<file path="src/rtl/l2_cache_control_if.sv">
// l2_cache_control_if
//   Bundles every signal between the L2 sequencing FSM and its neighbours:
//   the L1 arbiter request/response pair, the datapath flags and load
//   strobes, and the physical memory port.
//
//   Handshakes (both sides of the controller):
//     - The arbiter raises mem_read or mem_write and holds it, with the
//       address and data stable, until it sees mem_resp. mem_resp is high for
//       exactly one cycle, and the arbiter drops its request at that edge.
//     - The controller raises pmem_read or pmem_write (never both) and holds
//       it, with pmemaddr_sel and pmemwdata_sel stable, until pmem_resp. The
//       access completes on the clock edge that ends the pmem_resp cycle.
//
//   Modports:
//     slave  - the controller (l2_cache_control)
//     master - the environment (arbiter, datapath, physical memory)
interface l2_cache_control_if;
  // arbiter side
  logic       mem_read;
  logic       mem_write;
  logic       mem_resp;
  // datapath side
  logic [7:0] way_hit;
  logic [7:0] way_dirty;
  logic [6:0] lru_out;
  logic [6:0] lru_in;
  logic       load_lru;
  logic [7:0] load_td;
  logic [7:0] load_v;
  logic [7:0] load_d;
  logic       v_in;
  logic       d_in;
  logic [2:0] pmemwdata_sel;
  logic [3:0] pmemaddr_sel;
  // physical memory side
  logic       pmem_read;
  logic       pmem_write;
  logic       pmem_resp;

  modport slave (
    input  mem_read, mem_write, way_hit, way_dirty, lru_out, pmem_resp,
    output mem_resp, lru_in, load_lru, load_td, load_v, load_d, v_in, d_in,
           pmemwdata_sel, pmemaddr_sel, pmem_read, pmem_write
  );

  modport master (
    output mem_read, mem_write, way_hit, way_dirty, lru_out, pmem_resp,
    input  mem_resp, lru_in, load_lru, load_td, load_v, load_d, v_in, d_in,
           pmemwdata_sel, pmemaddr_sel, pmem_read, pmem_write
  );
endinterface

</file>
<file path="src/rtl/l2_cache_control.sv">
// l2_cache_control
//   Sequencing FSM for the 8-way L2 cache datapath. Serves one arbiter
//   request at a time, resolves hit/miss from the datapath way flags,
//   maintains the 7-bit tree pseudo-LRU of the indexed set, and on a miss
//   writes back a dirty victim before allocating the line from memory.
//
//   Ports:
//     clk       - clock
//     rst_n     - asynchronous active-low reset
//     bus       - l2_cache_control_if.slave (arbiter, datapath, pmem signals)
//     dbg_state - current FSM state (0 IDLE, 1 LOOKUP, 2 WRITEBACK, 3 ALLOCATE)
module l2_cache_control (
  input  logic               clk,
  input  logic               rst_n,
  l2_cache_control_if.slave  bus,
  output logic [1:0]         dbg_state
);

  typedef enum logic [1:0] {
    IDLE      = 2'd0,
    LOOKUP    = 2'd1,
    WRITEBACK = 2'd2,
    ALLOCATE  = 2'd3
  } state_t;

  state_t     state_q, state_d;
  logic [2:0] victim_q, victim_d;

  logic       hit;
  logic [2:0] hit_way;
  logic [2:0] plru_victim;
  logic [6:0] lru_upd;
  logic       req;

  assign req       = bus.mem_read | bus.mem_write;
  assign hit       = |bus.way_hit;
  assign dbg_state = state_q;

  // Lowest set way wins if the datapath ever reports more than one hit.
  always_comb begin
    hit_way = 3'd0;
    for (int i = 7; i >= 0; i--) begin
      if (bus.way_hit[i]) hit_way = 3'(i);
    end
  end

  // Walk the tree: root picks the half, level 1 the pair, leaf the way.
  always_comb begin
    plru_victim    = 3'd0;
    plru_victim[2] = bus.lru_out[0];
    plru_victim[1] = bus.lru_out[0] ? bus.lru_out[2] : bus.lru_out[1];
    plru_victim[0] = bus.lru_out[3'd3 + {1'b0, plru_victim[2:1]}];
  end

  // Point every node on the accessed way's path away from it.
  always_comb begin
    lru_upd                                 = bus.lru_out;
    lru_upd[0]                              = ~hit_way[2];
    lru_upd[3'd1 + {2'b00, hit_way[2]}]     = ~hit_way[1];
    lru_upd[3'd3 + {1'b0, hit_way[2:1]}]    = ~hit_way[0];
  end

  always_ff @(posedge clk or negedge rst_n) begin
    if (!rst_n) begin
      state_q  <= IDLE;
      victim_q <= 3'd0;
    end else begin
      state_q  <= state_d;
      victim_q <= victim_d;
    end
  end

  always_comb begin
    state_d           = state_q;
    victim_d          = victim_q;
    bus.mem_resp      = 1'b0;
    bus.lru_in        = 7'd0;
    bus.load_lru      = 1'b0;
    bus.load_td       = 8'd0;
    bus.load_v        = 8'd0;
    bus.load_d        = 8'd0;
    bus.v_in          = 1'b0;
    bus.d_in          = 1'b0;
    bus.pmemwdata_sel = 3'd0;
    bus.pmemaddr_sel  = 4'd0;
    bus.pmem_read     = 1'b0;
    bus.pmem_write    = 1'b0;

    case (state_q)
      IDLE: begin
        if (req) state_d = LOOKUP;
      end

      LOOKUP: begin
        if (!req) begin
          // Request vanished (protocol violation); nothing to complete.
          state_d = IDLE;
        end else if (hit) begin
          bus.pmemwdata_sel = hit_way;
          bus.mem_resp      = 1'b1;
          bus.load_lru      = 1'b1;
          bus.lru_in        = lru_upd;
          // A simultaneous read+write is served as a write.
          if (bus.mem_write) begin
            bus.load_td = 8'b1 << hit_way;
            bus.load_d  = 8'b1 << hit_way;
            bus.d_in    = 1'b1;
          end
          state_d = IDLE;
        end else begin
          victim_d = plru_victim;
          state_d  = bus.way_dirty[plru_victim] ? WRITEBACK : ALLOCATE;
        end
      end

      WRITEBACK: begin
        bus.pmem_write    = 1'b1;
        bus.pmemwdata_sel = victim_q;
        bus.pmemaddr_sel  = 4'd1 + {1'b0, victim_q};
        if (bus.pmem_resp) state_d = ALLOCATE;
      end

      ALLOCATE: begin
        bus.pmem_read    = 1'b1;
        bus.pmemaddr_sel = 4'd0;
        if (bus.pmem_resp) begin
          // Fill a clean line; the re-lookup merges any write data.
          bus.load_td = 8'b1 << victim_q;
          bus.load_v  = 8'b1 << victim_q;
          bus.load_d  = 8'b1 << victim_q;
          bus.v_in    = 1'b1;
          bus.d_in    = 1'b0;
          state_d     = LOOKUP;
        end
      end

      default: state_d = IDLE;
    endcase
  end

endmodule

</file>
<file path="src/flat_wrapper.sv">
// flat-port wrapper written by rule: the top's interface ports become plain ports
module l2_cache_control_flat 
  (clk, rst_n, dbg_state, bus_mem_read, bus_mem_write, bus_way_hit, bus_way_dirty, bus_lru_out, bus_pmem_resp, bus_mem_resp, bus_lru_in, bus_load_lru, bus_load_td, bus_load_v, bus_load_d, bus_v_in, bus_d_in, bus_pmemwdata_sel, bus_pmemaddr_sel, bus_pmem_read, bus_pmem_write);
  l2_cache_control_if bus_i ();
  input  logic clk;
  input  logic rst_n;
  output logic [1:0] dbg_state;
  input wire logic [$bits(bus_i.mem_read)-1:0] bus_mem_read;
  input wire logic [$bits(bus_i.mem_write)-1:0] bus_mem_write;
  input wire logic [$bits(bus_i.way_hit)-1:0] bus_way_hit;
  input wire logic [$bits(bus_i.way_dirty)-1:0] bus_way_dirty;
  input wire logic [$bits(bus_i.lru_out)-1:0] bus_lru_out;
  input wire logic [$bits(bus_i.pmem_resp)-1:0] bus_pmem_resp;
  output wire logic [$bits(bus_i.mem_resp)-1:0] bus_mem_resp;
  output wire logic [$bits(bus_i.lru_in)-1:0] bus_lru_in;
  output wire logic [$bits(bus_i.load_lru)-1:0] bus_load_lru;
  output wire logic [$bits(bus_i.load_td)-1:0] bus_load_td;
  output wire logic [$bits(bus_i.load_v)-1:0] bus_load_v;
  output wire logic [$bits(bus_i.load_d)-1:0] bus_load_d;
  output wire logic [$bits(bus_i.v_in)-1:0] bus_v_in;
  output wire logic [$bits(bus_i.d_in)-1:0] bus_d_in;
  output wire logic [$bits(bus_i.pmemwdata_sel)-1:0] bus_pmemwdata_sel;
  output wire logic [$bits(bus_i.pmemaddr_sel)-1:0] bus_pmemaddr_sel;
  output wire logic [$bits(bus_i.pmem_read)-1:0] bus_pmem_read;
  output wire logic [$bits(bus_i.pmem_write)-1:0] bus_pmem_write;
  assign bus_i.mem_read = bus_mem_read;
  assign bus_i.mem_write = bus_mem_write;
  assign bus_i.way_hit = bus_way_hit;
  assign bus_i.way_dirty = bus_way_dirty;
  assign bus_i.lru_out = bus_lru_out;
  assign bus_i.pmem_resp = bus_pmem_resp;
  assign bus_mem_resp = bus_i.mem_resp;
  assign bus_lru_in = bus_i.lru_in;
  assign bus_load_lru = bus_i.load_lru;
  assign bus_load_td = bus_i.load_td;
  assign bus_load_v = bus_i.load_v;
  assign bus_load_d = bus_i.load_d;
  assign bus_v_in = bus_i.v_in;
  assign bus_d_in = bus_i.d_in;
  assign bus_pmemwdata_sel = bus_i.pmemwdata_sel;
  assign bus_pmemaddr_sel = bus_i.pmemaddr_sel;
  assign bus_pmem_read = bus_i.pmem_read;
  assign bus_pmem_write = bus_i.pmem_write;
  l2_cache_control u_core (.clk(clk), .rst_n(rst_n), .bus(bus_i), .dbg_state(dbg_state));
endmodule
</file>
<file path="config.mk">
export PLATFORM = sky130hd
export DESIGN_NAME = l2_cache_control_flat
export DESIGN_NICKNAME = d
export VERILOG_FILES = /design/src/rtl/l2_cache_control_if.sv /design/src/rtl/l2_cache_control.sv /design/src/flat_wrapper.sv
export SDC_FILE = /design/constraint.sdc
export NUM_CORES = 1
export LEC_CHECK = 0
export ABC_CLOCK_PERIOD_IN_PS = 5800
export BUFFER_PORTS_ARGS = -buffer_cell sky130_fd_sc_hd__buf_4
export CAP_MARGIN = 30
export CORE_AREA = 10 10 77 79
export CTS_CLUSTER_DIAMETER = 60
export DETAILED_ROUTE_END_ITERATION = 16
export DIE_AREA = 0 0 87 89
export GPL_ROUTABILITY_DRIVEN = 1
export PLACE_DENSITY = 0.52
export SLEW_MARGIN = 20
export SYNTH_ARGS = -nofsm -noshare
export SYNTH_HDL_FRONTEND = slang
export SYNTH_SLANG_ARGS = --single-unit
</file>
<file path="constraint.sdc">
create_clock -name clk -period 5.8 [get_ports clk]
set_input_delay 1.16 -clock clk [delete_from_list [all_inputs] [get_ports clk]]
set_output_delay 1.16 -clock clk [all_outputs]
set_load 0.01 [all_outputs]
</file>
==> run summary <==
The via count of the first global-routing pass came out at 1300. The fraction of registers with async set/reset was 1.000. Walking the worst path, the cells encountered are buf_4, nor4_2, nand3b_1, ha_1, a311o_1, a21oi_1, nor3b_1, buf_4.

The horizontal die dimension came out at 87 microns. Together, buffers and inverters on the worst path number 2. Once detail routing completed, the nets flagged for antenna violations numbered 0.

The worst setup path is captured at an output port. TritonCTS built the clock tree. The tools report the root buffer cell as sky130_fd_sc_hd__clkbuf_8. For the maximum operating frequency, the log shows 0.2475 GHz. 74 I/O pins were placed. Buffers inserted to repair hold after CTS numbered 0. For the worst flop-to-flop path, the logic depth is 6.

The ratio of cells with drive above 1 in the final layout was 0.4581. The worst hold path belongs to the class reg -> reg. The number of remaining DRC errors came out at 0. After layout, the design draws a total of 296.6 uW. After floorplanning, the core was sized to cover 4536 sq um. The pin slew with the least headroom to its limit works out to 562.9 ps. The floorplan step set the die height to 89 microns.

The number of nets produced by synthesis came out at 180. After synthesis, the largest family of logic cells by area is simple AND/OR/NAND/NOR gates. The count of TritonRoute iterations in the first routing pass was 4; the clock-pin transition on the worst setup and hold timing paths was 30 ps.

Buffers added to address setup during post-CTS repair amount to 0. For the number of antenna violations at the first check in global routing, the log shows 0. The number of warnings printed during yosys synthesis came out at 0.

Once the clock tree was built, the resizer swapped 0 gates to a different size. For the initial core utilization, the log shows 0.2397. The logs give 0.6247 for the max-slew headroom at the worst pin and 0 for the remaining global-route overflow. The number of cells on the worst hold path is 1, and the minimum setup slack in the final design is 1760 ps. The number of buffers on the longest clock path was 2.

The final route contains 1209 vias. The complex-gate fraction of the synthesized area was 0.2221. The final period demand of the worst path was 4040 ps.

The gate family responsible for the most delay along the worst path was simple AND/OR/NAND/NOR gates. Relative to the synthesized area, the layout overhead comes to 52.47%. Setup violations remaining at the end of the flow were counted as 0. The setup check on the worst reg-to-reg path leaves a slack of 4050 ps. The synthesized design contains 5 register bits. The XOR/XNOR share of the synthesized area is 0, and the average via count per standard cell is 4.704. Yosys mapped a number of flops with a built-in enable equal to 0. The main flop type after synthesis is sky130_fd_sc_hd__dfrtp_1. The launching element type of the critical path is an input pin. The first-pass GRT wire length is 6334 microns. The tools report the reg-to-reg critical path startpoint as u_core.dbg_state[0].

For the netlist area before placement, the log shows 1087 sq um. Detailed placement finished with a half-perimeter wire length of 3601 microns. Clock insertion delay at the later pin of the skew report: 220 ps.

The distinct cell type count of the synthesized netlist was 42; the number of buffers added on ports was 73. Entering global routing, the biggest net connects 12 pins. Setup repair after global routing left no endpoint under its margin. Across the VDD grid, the largest voltage drop is 0.0001125 V.

Row generation in the floorplan step produced 25 rows. The tools report the number of max-slew violations in the final report as 0. Setup total negative slack on the finished layout was measured at 0 ps. At the worst endpoint, the arrival time is 2880 ps. The slowest stage of the critical path belongs to the cell sky130_fd_sc_hd__ha_1.

Max-cap violations in this run came to 0. The detailed router finished its first iteration with 38 violations. The total clock buffers created by CTS is 3. The tools report the layout net count as 246.

The final-report hold violation count was 0; the required time at the worst-slack endpoint was 4640 ps. The tools report the sequential cell area fraction in the yosys report as 0.1151. The worst hold endpoint is u_core.dbg_state[1].

The part of the cycle the worst path needs was 0.6965; the area fraction in and, or, nand and nor cells after synthesis was 0.2463. The analysis attributes to cell leakage a power of 0.0009223 uW. At the placement stage, the worst setup path has a slack of 1761 ps. The detailed-route wire length was 4119 microns; the clock sink count was 5. The worst hold-check slack came out at 608.3 ps. 0 antenna diodes ended up in the layout. The critical path in this run is classified as in -> out. Dividing the detail-routed wire length by the instance count gives 16.03 microns.

After synthesis, the cell types taking the most area are sky130_fd_sc_hd__ha_1, sky130_fd_sc_hd__dfrtp_1, sky130_fd_sc_hd__mux2i_1, sky130_fd_sc_hd__buf_4, sky130_fd_sc_hd__nor2_1. The H-tree depth was 1; the stage delay of the slowest cell on the critical path was 340 ps. In this run the worst path has a maximum fanout of 8. Reg-to-reg endpoint: u_core.dbg_state[1]. Timing startpoint of the critical path: bus_way_hit[7]. In this design, the critical path's most frequently occurring cell is sky130_fd_sc_hd__buf_4.

The synthesized-area fraction occupied by adder cells was 0.1611. The area share of the largest cell type after synthesis is 0.1611, and the area of the die is 7743 sq um. Of all cell types, the one taking the most synthesized area is sky130_fd_sc_hd__ha_1. Between clock sinks in the finished design, the worst skew comes to 3.327 ps. The number of instances in the synthesized netlist was 138. Share of cell area taken by muxes after synthesis: 0.1243. Once layout is done, the placed cells without fillers occupy 1658 sq um. Summing all placed instances gives a cell area of 1613 sq um.

Power density over cell area: 178.9 nW/um^2. Mean post-synth cell area: 7.879 sq um. The run gives 0.7797 as the placer congestion estimate.

The run finished with clean final reports. The start point of the worst min-delay path is u_core.dbg_state[1]. The total track usage was 0.09974.
==> worst max-delay path by stage <==
stage | to | slack, ps | cells past startpoint
floorplan | bus_lru_in[1] | 1970 | 7
finish | bus_lru_in[1] | 1760 | 8
detailed placement | bus_lru_in[1] | 1760 | 8
CTS | bus_lru_in[1] | 1750 | 8
global placement | bus_lru_in[1] | 1770 | 8
global route | bus_lru_in[1] | 1540 | 8
==> where the power goes <==
group	internal, uW	switching [uW]	total, uW
logic	89.8	96.1	186
clock network	47.0	15.5	62.5
registers	40.2	8.08	48.2
==> stage by stage <==
step | std cells | utilization
global placement | 253 | 0.3556
global route | 257 | 0.3655
detailed placement | 253 | 0.3556
finish | 257 | 0.3655
CTS | 257 | 0.3655
floorplan | 138 | -
==> cells in the mapped netlist, types with 2 or more instances <==
cell / count
sky130_fd_sc_hd__a21o_1: 2
sky130_fd_sc_hd__inv_2: 3
sky130_fd_sc_hd__a22oi_1: 2
sky130_fd_sc_hd__and3_1: 7
sky130_fd_sc_hd__inv_1: 11
sky130_fd_sc_hd__a41o_1: 2
sky130_fd_sc_hd__nor2_1: 17
sky130_fd_sc_hd__nor3_1: 2
sky130_fd_sc_hd__a21oi_1: 3
sky130_fd_sc_hd__o21ai_0: 3
sky130_fd_sc_hd__mux2i_1: 9
sky130_fd_sc_hd__a31o_2: 4
sky130_fd_sc_hd__nor2b_1: 5
sky130_fd_sc_hd__buf_4: 10
sky130_fd_sc_hd__nand2b_1: 2
sky130_fd_sc_hd__a211oi_1: 4
sky130_fd_sc_hd__and2_1: 4
sky130_fd_sc_hd__nand2_1: 4
sky130_fd_sc_hd__mux2_2: 4
sky130_fd_sc_hd__dfrtp_1: 5
sky130_fd_sc_hd__ha_1: 14
==> cell type report <==
type	instances	area (sq um)
Timing Repair Buffer	73	548.0
Multi-Input combinational cell	107	819.5
Fill cell	504	2878
Sequential cell	5	125.1
Inverter	14	52.55
Clock buffer	4	45.04
Tap cell	54	67.56
==> cells by family after synthesis <==
group,after synthesis
AO/OA/AOI/OAI,30
AND/OR/NAND/NOR,50
multiplexers,13
flip-flops,5
buffers and inverters,26
adder cells (fa/ha/maj),14
==> routing by layer <==
| layer | GRT usage | share of wire | routed length (microns) |
|---|---|---|---|
| met4 | 0.01325 | 0 | 0 |
| met5 | 0 | 0 | 0 |
| met3 | 0.03555 | 0.089 | 365 |
| met1 | 0.1129 | 0.42 | 1723 |
| met2 | 0.1785 | 0.49 | 2030 |
==> layout by cell type, fill, tap and decap left out, drive strengths merged <==
cell / Yosys / final
buf: 11 / 73
nor2: 17 / 17
ha: 14 / 14
inv: 14 / 14
mux2i: 9 / 9
and3: 7 / 7
nor2b: 5 / 5
dfrtp: 5 / 5
nand2: 5 / 5
and2: 4 / 4
a31o: 4 / 4
a211oi: 4 / 4
mux2: 4 / 4
a21oi: 4 / 4
clkbuf: 1 / 4
o21ai: 3 / 3
a22oi: 3 / 3
a21o: 2 / 2
nand2b: 2 / 2
nor3: 2 / 2
a41o: 2 / 2
nor4: 2 / 2
o41ai: 2 / 2
or2: 1 / 1
nand3b: 1 / 1
a221o: 1 / 1
nand3: 1 / 1
o22ai: 1 / 1
a311o: 1 / 1
nand4: 1 / 1
nor3b: 1 / 1
and4: 1 / 1
a31oi: 1 / 1
a21boi: 1 / 1
a32o: 1 / 1
==> sequential cells by signal (all words and copies together), names as in the netlist <==
| register | flops |
|---|---|
| u_core.dbg_state | 2 |
| u_core.victim_q | 3 |
(Power assumes the default switching activity.)
